--- config.mk ---
export PLATFORM = sky130hd
export DESIGN_NAME = mem_arbiter
export DESIGN_NICKNAME = d
export VERILOG_FILES = /design/src/rtl/mem_arbiter.sv
export SDC_FILE = /design/constraint.sdc
export NUM_CORES = 1
export LEC_CHECK = 0
export ABC_AREA = 1
export ABC_CLOCK_PERIOD_IN_PS = 1700
export CORE_AREA = 2 2 233 235
export CTS_BUF_LIST = sky130_fd_sc_hd__clkbuf_8
export DETAILED_ROUTE_END_ITERATION = 12
export DIE_AREA = 0 0 235 237
export PLACE_DENSITY = 0.55
export SYNTH_ARGS = -nofsm -noshare
export SYNTH_HDL_FRONTEND = slang
export SYNTH_SLANG_ARGS = --single-unit
export TNS_END_PERCENT = 5
--- constraint.sdc ---
create_clock -name clk -period 1.7 [get_ports clk]
set_input_delay 0.34 -clock clk [delete_from_list [all_inputs] [get_ports clk]]
set_output_delay 0.34 -clock clk [all_outputs]
set_load 0.1 [all_outputs]
--- src/rtl/mem_arbiter.sv ---
// Round-robin arbiter sharing one memory port between the IFU (read-only) and LSU (read/write).
// Each transaction walks IDLE -> [WAIT] -> ISSUE -> RESP, so men pulses exactly once.
module mem_arbiter #(
    parameter int ADDR_W  = 64,
    parameter int DATA_W  = 64,
    parameter int MASK_W  = 8,
    parameter int LATENCY = 1
) (
    input  logic              clk,
    input  logic              rst,
    input  logic              stop,
    input  logic              ifu_req_valid,
    output logic              ifu_req_ready,
    input  logic [ADDR_W-1:0] ifu_addr,
    output logic              ifu_resp_valid,
    output logic [DATA_W-1:0] ifu_rdata,
    input  logic              lsu_req_valid,
    output logic              lsu_req_ready,
    input  logic              lsu_wen,
    input  logic [ADDR_W-1:0] lsu_addr,
    input  logic [DATA_W-1:0] lsu_wdata,
    input  logic [MASK_W-1:0] lsu_wmask,
    output logic              lsu_resp_valid,
    output logic [DATA_W-1:0] lsu_rdata,
    output logic              men,
    output logic              mwen,
    output logic [ADDR_W-1:0] raddr,
    output logic [ADDR_W-1:0] waddr,
    output logic [DATA_W-1:0] wdata,
    output logic [MASK_W-1:0] wmask,
    input  logic [DATA_W-1:0] rdata,
    output logic              busy
);

    typedef enum logic [1:0] {S_IDLE, S_WAIT, S_ISSUE, S_RESP} state_t;
    typedef enum logic {GNT_IFU, GNT_LSU} gnt_t;

    localparam logic [3:0] CNT_INIT = 4'(LATENCY - 1);

    state_t             state_q, state_d;
    gnt_t               last_grant_q, gid_q, pick;
    logic               accept;
    logic [3:0]         cnt_q;
    logic [ADDR_W-1:0]  addr_q;
    logic               wen_q;
    logic [DATA_W-1:0]  wdata_q;
    logic [MASK_W-1:0]  wmask_q;
    logic [DATA_W-1:0]  ifu_rdata_q, lsu_rdata_q;

    // NOTE: every signal driven here gets a default first so no latch is inferred.
    always_comb begin
        state_d       = state_q;
        pick          = GNT_IFU;
        accept        = 1'b0;
        ifu_req_ready = 1'b0;
        lsu_req_ready = 1'b0;
        men           = 1'b0;
        mwen          = 1'b0;
        raddr         = '0;
        waddr         = '0;
        wdata         = '0;
        wmask         = '0;
        case (state_q)
            S_IDLE: begin
                if (!stop && (ifu_req_valid || lsu_req_valid)) begin
                    // On a tie the requester not served last time wins.
                    if (ifu_req_valid && lsu_req_valid)
                        pick = (last_grant_q == GNT_IFU) ? GNT_LSU : GNT_IFU;
                    else if (lsu_req_valid)
                        pick = GNT_LSU;
                    accept        = 1'b1;
                    ifu_req_ready = (pick == GNT_IFU);
                    lsu_req_ready = (pick == GNT_LSU);
                    state_d       = (CNT_INIT != 4'd0) ? S_WAIT : S_ISSUE;
                end
            end
            S_WAIT: begin
                if (cnt_q <= 4'd1)
                    state_d = S_ISSUE;
            end
            S_ISSUE: begin
                men  = 1'b1;
                mwen = wen_q;
                if (wen_q) begin
                    waddr = addr_q;
                    wdata = wdata_q;
                    wmask = wmask_q;
                end else begin
                    raddr = addr_q;
                end
                state_d = S_RESP;
            end
            S_RESP: state_d = S_IDLE;
            default: state_d = S_IDLE;
        endcase
    end

    // NOTE: sequential state uses non-blocking assignments so all registers update together.
    always_ff @(posedge clk) begin
        if (rst) begin
            state_q      <= S_IDLE;
            last_grant_q <= GNT_LSU;
            gid_q        <= GNT_IFU;
            cnt_q        <= '0;
            addr_q       <= '0;
            wen_q        <= 1'b0;
            wdata_q      <= '0;
            wmask_q      <= '0;
            ifu_rdata_q  <= '0;
            lsu_rdata_q  <= '0;
        end else begin
            state_q <= state_d;
            if (accept) begin
                gid_q        <= pick;
                last_grant_q <= pick;
                cnt_q        <= CNT_INIT;
                addr_q       <= (pick == GNT_IFU) ? ifu_addr : lsu_addr;
                wen_q        <= (pick == GNT_LSU) && lsu_wen;
                wdata_q      <= (pick == GNT_LSU) ? lsu_wdata : '0;
                wmask_q      <= (pick == GNT_LSU) ? lsu_wmask : '0;
            end
            if (state_q == S_WAIT)
                cnt_q <= cnt_q - 4'd1;
            // Response data is captured during ISSUE and held until the next response.
            if (state_q == S_ISSUE) begin
                if (gid_q == GNT_IFU)
                    ifu_rdata_q <= rdata;
                else
                    lsu_rdata_q <= wen_q ? '0 : rdata;
            end
        end
    end

    assign ifu_resp_valid = (state_q == S_RESP) && (gid_q == GNT_IFU);
    assign lsu_resp_valid = (state_q == S_RESP) && (gid_q == GNT_LSU);
    assign ifu_rdata      = ifu_rdata_q;
    assign lsu_rdata      = lsu_rdata_q;
    assign busy           = (state_q != S_IDLE);

endmodule

Yosys cells after proc, flatten, opt, wreduce, memory -nomap -nowiden

Cells that the tools add are included.
Widths: inputs -> output; s select.

Flip-flop bits (word level): 273
Bits of input ports: 270
Output and inout bits: 335
Logic and storage cells: 62

Add/subtract/negate cells: 1
Order comparisons: 1
Eq/ne operators: 5
Multiplexer cells: 30
Bitwise operators: 2
Reductions and logical operators: 13

Operators with widths:

| kind                | number |
|---|---|
| $mux 64             | 9 |
| $mux 8              | 3 |
| $mux 1              | 13 |
| $mux 4              | 2 |
| $pmux 2 s4          | 1 |
| $reduce_and 2->1    | 3 |
| $logic_and 1x1->1   | 5 |
| $eq 2x2->1 const B  | 2 |
| $le 4x1->1 const B  | 1 |
| $mux 2              | 2 |
| $ne 2x2->1 const B  | 2 |
| $reduce_bool 2->1   | 2 |
| $sub 4x1->4 const B | 1 |
| $eq 2x1->1 const B  | 1 |
| $logic_not 2->1     | 1 |
| $not 1->1           | 2 |
| $logic_not 1->1     | 1 |
| $logic_or 1x1->1    | 1 |

Logic depth before layout (Yosys ltp)

Gate-level depths: netlist (run 1).

Depth in word-level cells: 7
Depth in mapped cells: 9
Mapped depth without buffers: 7

Least setup slack after synthesis (run 1)

No wires, ideal clock.

Path kind: flip-flop to output port
Start point: register state_q[1]
End point: output waddr[10]
Arrival time: 3661 ps
Slack: -2301 ps
Cell stages (with the launch flop): 8
Path buffers: 1
Cell sequence: dfxtp_1 inv_2 nor2_4 inv_2 nor2_1 inv_2 buf_2 nor2_1

Cells in the longest elaborated chain, start to end: 2

RTL lines:

| what                     | line | RTL |
|---|---|---|
| start: declaration       | 40   | `state_t state_q, state_d;` |
| start signal: assignment | 112  | `state_q <= state_d;` |
| $eq 2x2->1               | 63   | `case (state_q)` |
| $mux 64                  | 63   |  |
| end: declaration         | 28   | `output logic [ADDR_W-1:0] waddr,` |

No other way between the ends.

Final worst setup path (run 1)

Start point: register state_q[1]
End point: output raddr[22]

Cells in the longest elaborated chain, start to end: 2

RTL lines:

| what             | line | RTL |
|---|---|---|
| $eq 2x2->1       | 63   |  |
| $mux 64          | 63   |  |
| end: declaration | 27   | `output logic [ADDR_W-1:0] raddr,` |

No other way between the ends.

==> summary.md, run 1 <==
| Metric | Value |
|---|---|
| Arr. time, crit path | `roughly 2 ns` |
| Post-CTS clock slew at the launch and capture registers of the worst setup and hold paths | `0.06 ns` |
| Yosys warnings | `0` |
| Fraction of final layout cells with drive strength greater than 1 | `a little under a third` |
| Primary flip-flop cell chosen by synthesis mapping | `sky130_fd_sc_hd__dfxtp_1` |
| Area of the die | `about 56000 um2` |
| Data required time of the worst path | `~1.4 ns` |
| Endpoints failing hold | `0` |
| Worst slew slack as a fraction of its limit | `between 40 and 50%` |
| Max Clock Freq | `427.3 MHz` |
| Distinct cells, synth | `23` |
| Routed wire length on met2 | `slightly below 30 mm` |
| RSZ-0062 raised after global routing | `yes` |
| HPWL reported at the end of detailed placement | `between 40 and 50 mm` |
| Endpoints failing setup | `207` |
| Buffers from clock root to sink, at most | `3` |
| Number of clock sinks | `between 200 and 300` |
| Startpoint of the most critical register-to-register path | `wen_q` |
| DRC Markers | `0` |
| Area of the multi-input gates | `6751 um2` |
| Worst R2R Path Depth | `4` |
| Violations in the final reports | `setup timing` |
| Total nets after synthesis | `roughly 2100` |
| Post-synthesis average cell area | `around 6.7 um2` |
| End of the worst hold path | `lsu_rdata[9]` |
| Setup slack at placement | `-0.3711 ns` |
| Number of flops mapped to enable cells by yosys | `0` |
| Maximum number of pins on one net before global-route repair | `72` |
| CTS Hold Bufs | `0` |
| Grt ovf | `0` |
| Initial antenna violation count | `3` |
| Number of CTS-inserted buffers | `a little over 50` |
| Share of synthesized area occupied by flip-flops and latches | `roughly 44%` |
| Number of max-capacitance violations reported | `0` |
| Insertion delay of the later-clocked pin in the worst-skew pair | `between 0.6 and 0.7 ns` |
| Post-Syn Area | `12390 um2` |
| Power Density | `between 700 and 800 nW/um2` |
| Y dimension of the die | `roughly 240 um` |
| Overall global routing resource usage | `19.86%` |
| Number of stages on the worst hold path | `2` |
| Final Net Count | `approximately 2700` |
| Vias in the first global route | `14620` |
| Total number of vias | `14590` |
| Static leakage power | `between 9 and 10 nW` |
| Family with the most delay on the worst path | `buffers and inverters` |
| Antenna-violating nets left | `0` |
| Actual slew at the worst max-slew pin | `0.8293 ns` |
| Fin. max-slew vios | `0` |
| Highest fanout seen on the critical path | `16` |
| Clock tree from TritonCTS | `done` |
| Initial Utilization | `roughly 23%` |
| FF+latch count, synth | `around 270` |
| Cell at the root of the clock tree | `sky130_fd_sc_hd__clkbuf_8` |
| Post-synth top area cell | `sky130_fd_sc_hd__dfxtp_1` |
| Synth top area share | `between 40% and 50%` |
| Final instance area | `between 20000 and 30000 um2` |
| Sequential cell area | `roughly 5500 um2` |
| Max IR drop VDD | `0.0006569 V` |
| Capturing element type of the critical path | `primary output` |
| Placed cell area | `23570 um2` |
| Average via count per standard cell | `about 4.6` |
| Final RePlAce weighted congestion | `0.8751` |
| Num rows | `between 80 and 90` |
| Worst setup margin | `-0.6401 ns` |
| Source of the worst hold timing path | `rst` |
| Number of iterations in the first detailed-routing pass | `6` |
| Hold WS | `slightly below 0.07 ns` |
| Detailed-routing wirelength on met1 | `about 23 mm` |
| Per-cell routed wire length | `between 15 and 20 um` |
| Start-to-end type of the worst setup path | `flip-flop to primary output` |
| Global-route wire length before repair | `86.95 mm` |
| Placed cell count | `3107` |
| Met3 routed WL | `4.492 mm` |
| Filler cell count in the final layout | `roughly 5000` |
| Final clock skew | `0.02182 ns` |
| Final Cycle Share | `137.7%` |
| Quantity of I/O buffers inserted on ports | `~600` |
| Non-filler cells in the finished layout | `between 3000 and 4000` |
| Violation count after the first detailed-route iteration | `816` |
| Overall power after layout | `~0.020 W` |
| Critical-path top delay cell | `sky130_fd_sc_hd__dfxtp_2` |
| Post-synth ARST share | `0%` |
| Area growth, synth to finish | `105.8%` |
| Flop-to-flop setup slack | `0 ns` |
| Largest stage delay on the critical path | `approximately 0.33 ns` |
| H-tree lvl count | `2` |
| Top-level port count | `605` |
| CP bufs+invs | `5` |
| Nature of the critical path startpoint | `flip-flop` |
| Worst reg2reg endpoint | `lsu_rdata[4]` |
| Min-Delay Path Class | `input pin to flip-flop` |
| Post-Synthesis Cells | `about 1900` |
| Highest Signal Layer | `met4` |
| Outcome | `finished with violations` |
| Total wire length | `just under 60 mm` |
| Top area cells in the synthesized netlist | `sky130_fd_sc_hd__dfxtp_1 (44%), sky130_fd_sc_hd__nand2_1 (15%), sky130_fd_sc_hd__a21oi_1 (9.5%)` |
| Area of the placeable core | `~53000 um2` |
| Fin crit period | `approximately 2.3 ns` |
| Width of the die | `~240 um` |
| Crit path cell chain | `inv_2 > nor2_4 > buf_6 > nand2_8 > buf_16 > nor2_2 > buf_4 > buf_12` |
-- layout by cell type (no fill, tap or decap), types with 58 or more instances in the layout --
master / Yosys / layout
sky130_fd_sc_hd__nand2_1: 488 / 485
sky130_fd_sc_hd__buf_12: 0 / 363
sky130_fd_sc_hd__dfxtp_1: 273 / 270
sky130_fd_sc_hd__clkdlybuf4s50_1: 0 / 268
sky130_fd_sc_hd__a21oi_1: 234 / 234
sky130_fd_sc_hd__inv_1: 140 / 149
sky130_fd_sc_hd__nand3_1: 128 / 128
sky130_fd_sc_hd__nor2_4: 3 / 118
sky130_fd_sc_hd__nor2_1: 298 / 96
sky130_fd_sc_hd__nor2_2: 0 / 87
sky130_fd_sc_hd__clkbuf_8: 0 / 69
sky130_fd_sc_hd__buf_4: 8 / 66
sky130_fd_sc_hd__nand4_1: 58 / 58
-- kinds of logic (layout without fill, tap and decap cells) --
kind of cell	after synthesis	after routing	synth area share [%]
buffers and inverters	297	946	10.37
other	0	3	0
AOI/OAI and AO/OA	239	239	9.697
adders and majority gates	2	2	0.2020
DFF	273	273	44.12
and+or+nand+nor	1045	1045	35.61
-- how the worst max path moves through the flow --
stage | start | endpoint | slack [ns] | cells past startpoint
CTS | state_q[1] | raddr[2] | -0.72 | 7
finish | state_q[1] | raddr[22] | -0.64 | 8
global placement | ifu_req_valid | ifu_req_ready | -0.36 | 6
global route | state_q[1] | raddr[22] | -0.74 | 8
floorplan | state_q[1] | wdata[10] | -0.83 | 6
detailed placement | ifu_req_valid | ifu_req_ready | -0.37 | 6
-- layout make-up --
type	count	share of cell area, %
diodes	3	0.02946
clock buffers	68	3.672
clock inverters	18	0.5547
inverters	145	2.165
multi-input cells	1286	26.49
flip-flops and latches	273	21.46
well taps	696	3.417
repair buffers	715	42.21
-- what timing repair did --
action,4_1_cts,5_1_grt
endpoints found under the hold margin,0,0
pin swaps,2,1
setup buffers,2,2
cloned,3,2
resized for setup,136,63
setup endpoints to repair,207,392
-- per-stage QoR --
stage | utilization, % | setup TNS [ns]
floorplan | - | -156.24
CTS | 47.27 | -129.97
global route | 47.82 | -143.32
detailed placement | 44.23 | -26.24
finish | 47.83 | -111.01
global placement | 44.23 | -23.20
-- metal layers --
metal / global-route usage (%) / vias up
met5: 0 / -
met4: 6.041 / 0
met3: 5.852 / 98
met2: 34.91 / 524
met1: 23.20 / 6845
li1: - / 7127
-- cells in the mapped netlist, drive strengths merged (2+ instances only) --
library cell,count
buf,85
nand2,488
ha,2
a21oi,234
or2,14
nand3,139
inv,144
nand4,58
o21ai,3
dfxtp,273
nor2,301
nor3,45
clkbuf,67
-- registers in the layout, indices dropped and copies added (netlist names) --
name          flops
gid_q             1
wdata_q          64
ifu_rdata        64
wen_q             1
last_grant_q      1
addr_q           64
cnt_q             4
lsu_rdata        64
wmask_q           8
state_q           2
-- power breakdown --
| group | switching [W] | internal, W |
|---|---|---|
| Combinational | 0.00376 | 0.00227 |
| Clock | 0.00294 | 0.00385 |
| Sequential | 0.000272 | 0.00676 |
| Total | 0.00697 | 0.0129 |
No activity file was read; power rests on OpenSTA's default activity.
==> inputs of run 2 (changes only) <==
--- a/config.mk
+++ b/config.mk
@@ -11,7 +11,7 @@
 export CTS_BUF_LIST = sky130_fd_sc_hd__clkbuf_8
 export DETAILED_ROUTE_END_ITERATION = 12
 export DIE_AREA = 0 0 235 237
-export PLACE_DENSITY = 0.55
+export PLACE_DENSITY = 0.51
 export SYNTH_ARGS = -nofsm -noshare
 export SYNTH_HDL_FRONTEND = slang
 export SYNTH_SLANG_ARGS = --single-unit
==> summary.md, run 2 (synthesis results as in run 1) <==
| Metric | Value |
|---|---|
| Number of stages on the worst hold path | `2` |
| Clock tree from TritonCTS | `done` |
| Static leakage power | `between 9 and 10 nW` |
| Most common cell after layout, fill and taps aside | `sky130_fd_sc_hd__nand2_1` |
| Endpoints failing hold | `0` |
| Min-Delay Path Class | `input pin to flip-flop` |
| Initial Utilization | `between 20% and 30%` |
| Maximum number of pins on one net before global-route repair | `94` |
| Final RePlAce weighted congestion | `between 0.8 and 0.9` |
| Startpoint of the most critical register-to-register path | `state_q[1]` |
| Outcome | `finished with violations` |
| Number of clock sinks | `~270` |
| Total number of vias | `approximately 14000` |
| Buffers from clock root to sink, at most | `3` |
| Power Density | `a little under 800 nW/um2` |
| Final clock skew | `between 0.03 and 0.04 ns` |
| Worst R2R Path Depth | `10` |
| Final Net Count | `between 2000 and 3000` |
| DRC Markers | `0` |
| Highest fanout seen on the critical path | `8` |
| Global-route wire length before repair | `between 80 and 90 mm` |
| Arr. time, crit path | `between 2 and 2.5 ns` |
| H-tree lvl count | `2` |
| Fin. max-slew vios | `0` |
| Y dimension of the die | `between 200 and 250 um` |
| Top-level port count | `approximately 610` |
| Antenna-violating nets left | `0` |
| Worst reg2reg endpoint | `lsu_rdata[35]` |
| Placed cell count | `around 3000` |
| Actual slew at the worst max-slew pin | `~0.64 ns` |
| Nature of the critical path startpoint | `flip-flop` |
| Average via count per standard cell | `around 4.5` |
| Final instance area | `about 25000 um2` |
| Fraction of final layout cells with drive strength greater than 1 | `~29%` |
| Crit path cell chain | `inv_2 > nor2_4 > inv_4 > nor2_4 > buf_12 > inv_8 > buf_12 > nor2_4 > buf_12` |
| Max IR drop VDD | `0.0006361 V` |
| Per-cell routed wire length | `approximately 18 um` |
| Max Clock Freq | `about 420 MHz` |
| Final TNS setup | `-113.53 ns` |
| Violations in the final reports | `setup timing` |
| Data required time of the worst path | `1.36 ns` |
| Violation count after the first detailed-route iteration | `between 700 and 800` |
| Worst slew slack as a fraction of its limit | `a little under three fifths` |
| Area of the die | `between 50000 and 60000 um2` |
| HPWL reported at the end of detailed placement | `42.45 mm` |
| Capturing element type of the critical path | `primary output` |
| Number of max-capacitance violations reported | `0` |
| End of the worst hold path | `wdata_q[2]` |
| Critical-path top delay cell | `sky130_fd_sc_hd__dfxtp_2` |
| Post-CTS clock slew at the launch and capture registers of the worst setup and hold paths | `approximately 0.060 ns` |
| Largest stage delay on the critical path | `about 0.33 ns` |
| RSZ-0062 raised after global routing | `yes` |
| Num rows | `85` |
| Initial antenna violation count | `8` |
| Grt ovf | `0` |
| Placed cell area | `between 20000 and 25000 um2` |
| Worst setup margin | `-0.6572 ns` |
| Width of the die | `about 240 um` |
| Fin crit period | `2.357 ns` |
| Flop-to-flop setup slack | `0 ns` |
| Overall global routing resource usage | `between 20% and 30%` |
| Highest-count cells in the layout ignoring fill and taps | `sky130_fd_sc_hd__nand2_1 (485), sky130_fd_sc_hd__buf_12 (366), sky130_fd_sc_hd__dfxtp_1 (271)` |
| Number of iterations in the first detailed-routing pass | `6` |
| Endpoints failing setup | `210` |
| Quantity of I/O buffers inserted on ports | `604` |
| Setup slack at placement | `-0.3732 ns` |
| Start-to-end type of the worst setup path | `flip-flop to primary output` |
| Vias in the first global route | `between 10000 and 15000` |
| Area of the placeable core | `between 50000 and 60000 um2` |
| Total wire length | `a little under 60 mm` |
| Non-filler cells in the finished layout | `about 3200` |
| Number of CTS-inserted buffers | `between 50 and 60` |
| Source of the worst hold timing path | `rst` |
| Insertion delay of the later-clocked pin in the worst-skew pair | `roughly 0.64 ns` |
| Cell at the root of the clock tree | `sky130_fd_sc_hd__clkbuf_8` |
| Area growth, synth to finish | `104.0%` |
| Final Cycle Share | `138.7%` |
[run 2: cell types whose count changed in the layout (fill, tap and decap cells not counted), moves of 2 or more]
cell                       previous run  this run
sky130_fd_sc_hd__nor3_1              45        43
sky130_fd_sc_hd__buf_12             363       366
sky130_fd_sc_hd__buf_4               66        50
sky130_fd_sc_hd__nor2_2              87        69
sky130_fd_sc_hd__nor3_2               0         2
sky130_fd_sc_hd__inv_1              149       154
sky130_fd_sc_hd__nor2_4             118        98
sky130_fd_sc_hd__buf_16               5         3
sky130_fd_sc_hd__clkinv_2             2        11
sky130_fd_sc_hd__nor2_1              96       134
sky130_fd_sc_hd__buf_6               10         7
sky130_fd_sc_hd__dfxtp_2              3         1
sky130_fd_sc_hd__diode_2              3         5
[run 2: power breakdown]
part	internal, W	leakage (nW)	switching [W]
Combinational	0.00218	6.44	0.00365
Clock	0.00402	0.659	0.00312
Sequential	0.00675	2.22	0.000281
[run 2: worst max path at each step]
stage,startpoint,endpoint,slack [ns]
after floorplan,state_q[1],wdata[10],-0.83
after global placement,ifu_req_valid,ifu_req_ready,-0.36
after detailed placement,ifu_req_valid,ifu_req_ready,-0.37
after CTS,state_q[1],waddr[53],-0.77
after global routing,state_q[1],waddr[26],-0.78
final,state_q[1],waddr[53],-0.66
[run 2: metrics by stage]
step	util [%]	hold WS [ns]	power, W
floorplan	-	0.4388	0.01025
global placement	44.00	0.4497	0.01271
detailed placement	44.00	0.4529	0.01275
CTS	46.84	0.002868	0.02017
global route	47.43	0.01882	0.02092
finish	47.43	0.04130	0.02000
[run 2: critical path, delay by kind of cell, from the launching register on]
family	cells	cell delay [ns]
flops	1	0.33
buf+inv	6	0.64
simple gates	3	0.43
[run 2: timing repair]
item | CTS | global route
resized for setup | 90 | 51
setup endpoints to repair | 207 | 309
cloned | 3 | 3
pin swaps | 4 | 4
hold buffers | 0 | 0
setup buffers | 5 | 2
[run 2: cell type report]
class                      count  area (um2)
inverter                     145       554.3
fill                        5085       28010
tap                          696       870.8
sequential                   273        5470
antenna                        5       12.51
timing repair inverter         1       11.26
clock buffer                  67       922.1
clock inverter                33       231.5
multi-input combinational   1286        6566
timing repair buffer         698       10640
[run 2: per-layer routing]
| metal | wire, um | global-route usage (%) | vias to the layer above | share of wire (%) |
|---|---|---|---|---|
| met4 | 1515 | 5.946 | 6 | 2.6 |
| met5 | 42 | 0 | - | 0.072 |
| li1 | - | - | 7115 | - |
| met2 | 28750 | 33.98 | 538 | 49 |
| met3 | 5203 | 7.204 | 90 | 8.9 |
| met1 | 22980 | 23.76 | 6722 | 39 |
